==> config.mk <==
export PLATFORM = sky130hd
export DESIGN_NAME = arith_iter_mul_ctrl
export DESIGN_NICKNAME = d
export VERILOG_FILES = /design/src/rtl/arith_iter_mul_ctrl.sv
export SDC_FILE = /design/constraint.sdc
export NUM_CORES = 1
export LEC_CHECK = 0
export CAP_MARGIN = 20
export CORE_UTILIZATION = 55
export CTS_CLUSTER_SIZE = 12
export DETAILED_ROUTE_END_ITERATION = 10
export GPL_ROUTABILITY_DRIVEN = 1
export PLACE_DENSITY = 0.84
export SLEW_MARGIN = 20
export SYNTH_ARGS = -nofsm -noshare
export SYNTH_HDL_FRONTEND = slang
export SYNTH_SLANG_ARGS = --single-unit
==> constraint.sdc <==
create_clock -name clk -period 3.1 [get_ports clk]
set_input_delay 0.465 -clock clk [delete_from_list [all_inputs] [get_ports clk]]
set_output_delay 0.465 -clock clk [all_outputs]
set_load 0.02 [all_outputs]
==> src/rtl/arith_iter_mul_ctrl.sv <==
// Iterative shift-add multiplier controller.
// One operand pair is accepted per transaction. The low p_nbits of the
// product are returned after a fixed number of cycles. Each transaction
// carries a 1-bit security domain tag. The iteration count never depends
// on operand values, so the response timing reveals nothing about the data.
// The result and domain outputs read as zero whenever no response is being
// offered, so no stale product or domain tag can be observed.

module arith_iter_mul_ctrl #(
    parameter int unsigned p_nbits     = 32,
    parameter int unsigned p_cnt_nbits = 6
) (
    input  logic               clk,
    input  logic               reset,
    input  logic               req_val,
    output logic               req_rdy,
    input  logic               req_domain,
    input  logic [p_nbits-1:0] req_a,
    input  logic [p_nbits-1:0] req_b,
    output logic               resp_val,
    input  logic               resp_rdy,
    output logic               resp_domain,
    output logic [p_nbits-1:0] resp_result
);

    // Counter value during the final CALC iteration.
    localparam logic [p_cnt_nbits-1:0] CNT_LAST = p_cnt_nbits'(p_nbits - 1);

    typedef enum logic [1:0] {
        ST_IDLE = 2'd0,
        ST_CALC = 2'd1,
        ST_DONE = 2'd2
    } state_e;

    state_e                 state_q, state_d;
    logic [p_nbits-1:0]     a_q, a_d;
    logic [p_nbits-1:0]     b_q, b_d;
    logic [p_nbits-1:0]     acc_q, acc_d;
    logic [p_cnt_nbits-1:0] cnt_q, cnt_d;
    logic                   dom_q, dom_d;

    // Output registers. They are loaded with the values that belong to the
    // state being entered, so the ports behave as Moore outputs of state_q.
    logic                   req_rdy_q, req_rdy_d;
    logic                   resp_val_q, resp_val_d;
    logic                   resp_dom_q, resp_dom_d;
    logic [p_nbits-1:0]     resp_result_q, resp_result_d;

    // Next-state and datapath: one add, one left shift, one right shift
    // and one counter increment per CALC cycle.
    always_comb begin
        state_d = state_q;
        a_d     = a_q;
        b_d     = b_q;
        acc_d   = acc_q;
        cnt_d   = cnt_q;
        dom_d   = dom_q;

        case (state_q)
            ST_IDLE: begin
                // req_rdy is high throughout IDLE, so req_val alone completes the handshake.
                if (req_val) begin
                    a_d     = req_a;
                    b_d     = req_b;
                    dom_d   = req_domain;
                    acc_d   = {p_nbits{1'b0}};
                    cnt_d   = {p_cnt_nbits{1'b0}};
                    state_d = ST_CALC;
                end else begin
                    state_d = ST_IDLE;
                end
            end

            ST_CALC: begin
                // The carry-out is dropped, so the accumulator wraps modulo 2^p_nbits.
                if (b_q[0]) begin
                    acc_d = acc_q + a_q;
                end else begin
                    acc_d = acc_q;
                end
                a_d   = {a_q[p_nbits-2:0], 1'b0};
                b_d   = {1'b0, b_q[p_nbits-1:1]};
                cnt_d = cnt_q + p_cnt_nbits'(1);
                // The loop always runs p_nbits iterations. It does not stop
                // early when b_q reaches zero, which keeps the latency constant.
                if (cnt_q == CNT_LAST) begin
                    state_d = ST_DONE;
                end else begin
                    state_d = ST_CALC;
                end
            end

            ST_DONE: begin
                if (resp_rdy) begin
                    // Clear the product and domain once the response has been delivered.
                    acc_d   = {p_nbits{1'b0}};
                    dom_d   = 1'b0;
                    state_d = ST_IDLE;
                end else begin
                    state_d = ST_DONE;
                end
            end

            default: begin
                // Recovery from an illegal encoding: clear everything and return to IDLE.
                a_d     = {p_nbits{1'b0}};
                b_d     = {p_nbits{1'b0}};
                acc_d   = {p_nbits{1'b0}};
                cnt_d   = {p_cnt_nbits{1'b0}};
                dom_d   = 1'b0;
                state_d = ST_IDLE;
            end
        endcase
    end

    // Output values for the state being entered. Outside DONE the result
    // and domain are forced to zero.
    always_comb begin
        req_rdy_d     = 1'b0;
        resp_val_d    = 1'b0;
        resp_dom_d    = 1'b0;
        resp_result_d = {p_nbits{1'b0}};

        case (state_d)
            ST_IDLE: begin
                req_rdy_d = 1'b1;
            end
            ST_CALC: begin
                req_rdy_d = 1'b0;
            end
            ST_DONE: begin
                resp_val_d    = 1'b1;
                resp_dom_d    = dom_d;
                resp_result_d = acc_d;
            end
            default: begin
                req_rdy_d = 1'b0;
            end
        endcase
    end

    // State, datapath and output registers with synchronous active-high reset.
    // Reset abandons any transaction in flight and takes priority over a handshake.
    always_ff @(posedge clk) begin
        if (reset) begin
            state_q       <= ST_IDLE;
            a_q           <= {p_nbits{1'b0}};
            b_q           <= {p_nbits{1'b0}};
            acc_q         <= {p_nbits{1'b0}};
            cnt_q         <= {p_cnt_nbits{1'b0}};
            dom_q         <= 1'b0;
            // Reset leaves the block in IDLE, so the ready register is set.
            // The port itself stays low while reset is asserted (see below).
            req_rdy_q     <= 1'b1;
            resp_val_q    <= 1'b0;
            resp_dom_q    <= 1'b0;
            resp_result_q <= {p_nbits{1'b0}};
        end else begin
            state_q       <= state_d;
            a_q           <= a_d;
            b_q           <= b_d;
            acc_q         <= acc_d;
            cnt_q         <= cnt_d;
            dom_q         <= dom_d;
            req_rdy_q     <= req_rdy_d;
            resp_val_q    <= resp_val_d;
            resp_dom_q    <= resp_dom_d;
            resp_result_q <= resp_result_d;
        end
    end

    // Gating with reset keeps every output low while reset is asserted,
    // so no handshake can complete during reset.
    assign req_rdy     = req_rdy_q  & ~reset;
    assign resp_val    = resp_val_q & ~reset;
    assign resp_domain = resp_dom_q & ~reset;
    assign resp_result = resp_result_q & {p_nbits{~reset}};

endmodule

==> run metrics <==
share of the synthesized area in the top cell type=0.386; crit path launch type=register; Yosys reg bits=140; CTS tree=built; Reg-to-Reg End=resp_result_q[10]; Die X=117 um; endpoint class of the critical path=register; Antenna Cells=0; Max Fclk=349 MHz; placed cell areas=8480 um^2; Setup TNS=0 ns; Max clock buf depth=2; fin nets=1171; CP Max Fanout=4; Die Y=117 um; Starting Density=0.570; Fin. Hold Viols=0; clk_skew=0.00959 ns; remaining antenna violation count=0; # hold bufs at CTS=0; HP Class=register to register; DRT iter0 DRCs=478; Pleak=0.00363 uW; Global Route Usage Sum=0.300; Pre-antenna DRT Iters=5; hold path start=b_q[4]; post-CTS setup buffers=0; Worst-Margin Slew=0.672 ns; Async S/R FF share, synth=0; design area=9060 um^2; via count=7034; clock-pin slew on the worst setup and hold paths=0.06 ns; largest cells by area after synthesis=dfxtp_1 39%, nor2_1 14%, a21oi_1 7.2%, nor3_1 5.8%, ha_1 5.5%; Final min period=2.87 ns; Fillers=1091; Final setup viols=0; crit path kind=register to register; CTS buffer count=17; vias in the first global route=6820; Max-Cap Viols=0; Power Dens Cells=501 nW/um^2; fin. max-slew vios=0; hold endpoint=b_q[4]; headroom to the max-slew limit=0.552; fin util=0.712; RSZ-0062 raised after global routing=false; GP Congestion=0.958; outcome=finished clean; Distinct cells, synth=60; worst path arrival time=3.24 ns; TritonCTS sink count=140; total core area=12700 um^2; H-Tree Depth=4; global-route wire length before repair=31800 um; Overflow after GRT=0; DP Worst Slack=0.326 ns; internal reg-to-reg setup slack=0.23 ns; most common cell after layout, fill and taps aside=nor2_1; # rows=41; Worst EP required=3.47 ns; most frequent cells in the layout=269 x nor2_1, 139 x dfxtp_1, 105 x a21oi_1; die area=13700 um^2; EDFF count, synth=0; share of layout cells above drive strength 1=0.0601; post-synthesis sequential area ratio=0.386; R2R depth=10; Layout Area Growth over Synthesis=24.9%; WL/cell=15.1 um; Vias/cell=5.61; IO Pins=104; initial antenna violation count=0; DPL Wire Length=12900 um; Worst-Skew Late Latency=0.43 ns; IR drop worst, VDD=351 uV; Routed WL=18900 um; setup ws final=0.233 ns; clk root buf=clkbuf_16; hold path depth=2; Final period util=0.925; Post-Synthesis Cell Area=7250 um^2; Synth warnings=0; hold slack=0.490 ns; Mapped Cells=986; largest net degree at the start of global routing=62; ys flop type=dfxtp_1; IO Port Bufs=103; R2R Path Start=a_q[0]; leading area contributor after synthesis=dfxtp_1; Post-Syn Area per Cell=7.36 um^2; syn nets=1088; # resized after CTS=0; DRC Markers=0
-- where the power goes --
part | internal [uW] | switching [uW] | leakage, uW
logic | 253 | 332 | 0.00220
registers | 1880 | 63.9 | 0.00114
clock network | 1260 | 754 | 0.000286
total | 3390 | 1150 | 0.00363
-- worst max-delay path: stages (launching register included) --
cell	delay, ns
dfxtp_1	0.32
ha_1	0.24
fa_1	0.45
a211oi_2	0.31
o21ai_1	0.16
and2_2	0.21
o21ai_0	0.20
a21boi_0	0.12
o21a_1	0.21
or4_1	0.50
nand3_1	0.08
-- synth_stat cells, types with 2 or more instances --
| cell | number |
|---|---|
| o211ai_1 | 4 |
| nand3_1 | 17 |
| a21o_1 | 8 |
| a31oi_1 | 4 |
| xor2_1 | 8 |
| o2111a_1 | 2 |
| and2_1 | 10 |
| nor2_1 | 269 |
| inv_1 | 16 |
| nand2_1 | 47 |
| dfxtp_1 | 140 |
| nor3_1 | 84 |
| or4_1 | 4 |
| o22ai_1 | 5 |
| nor2b_1 | 37 |
| a22oi_1 | 15 |
| mux2i_1 | 4 |
| nor4_1 | 3 |
| ha_1 | 32 |
| nand4_1 | 7 |
| o21a_1 | 5 |
| clkbuf_1 | 50 |
| o31a_1 | 2 |
| nand2b_1 | 4 |
| a211oi_1 | 6 |
| a21oi_1 | 105 |
| a221oi_1 | 2 |
| xnor2_1 | 9 |
| or2_2 | 4 |
| o21ai_0 | 29 |
| or3_1 | 2 |
| and3_1 | 5 |
| a32oi_1 | 4 |
| buf_1 | 8 |
| o21bai_1 | 5 |
| a41oi_1 | 2 |
| o21ai_1 | 4 |
| o211a_1 | 2 |
-- worst max path at each step --
| stage | startpoint | to | slack [ns] | depth (start not counted) |
|---|---|---|---|---|
| floorplan | a_q[0] | resp_result_q[10] | 0.53 | 10 |
| global placement | a_q[0] | resp_result_q[10] | 0.40 | 10 |
| detailed placement | a_q[0] | resp_result_q[10] | 0.33 | 10 |
| CTS | a_q[0] | resp_result_q[10] | 0.28 | 10 |
| global route | a_q[0] | resp_result_q[10] | 0.04 | 10 |
| finish | a_q[0] | resp_result_q[10] | 0.23 | 10 |
-- per-layer routing --
layer | global-route usage | part of all wire | up-vias
li1 | - | - | 3557
met1 | 0.370 | 0.44 | 3218
met2 | 0.513 | 0.49 | 234
met3 | 0.0608 | 0.059 | 25
met4 | 0.122 | 0.017 | 0
met5 | 0 | 0 | -
-- area by class of cell --
| type | instances | area [um^2] | area share |
|---|---|---|---|
| Clock buffer | 24 | 492 | 0.0543 |
| Inverter | 17 | 63.8 | 0.00705 |
| Sequential cell | 140 | 2800 | 0.310 |
| Tap cell | 172 | 215 | 0.0238 |
| Clock inverter | 7 | 87.6 | 0.00967 |
| Multi-Input combinational cell | 769 | 4170 | 0.460 |
| Timing Repair Buffer | 124 | 1220 | 0.135 |
-- logic make-up (layout without fill, tap and decap cells) --
group	Yosys count	count (layout)	share of synthesized area
compound gates	217	217	0.185
xor+xnor	17	17	0.0205
fa+ha+maj	33	33	0.0580
buf+inv	77	172	0.0405
flops	140	140	0.386
mux	4	4	0.00552
simple gates	498	498	0.304
-- metrics by stage --
step / instances / total power, uW
2_1_floorplan: 986 / 2340
3_3_place_gp: 1222 / 2540
3_5_place_dp: 1222 / 2550
4_1_cts: 1253 / 4540
5_1_grt: 1253 / 4710
6_report: 1253 / 4540
-- state kept, by name, summed over array words and instances, names as in the netlist --
signal	flops
b_q	32
resp_dom_q	1
state_q	2
a_q	32
req_rdy_q	1
dom_q	1
resp_result_q	32
acc_q	32
cnt_q	6
resp_val_q	1
Power figures use the tool's default switching activity.
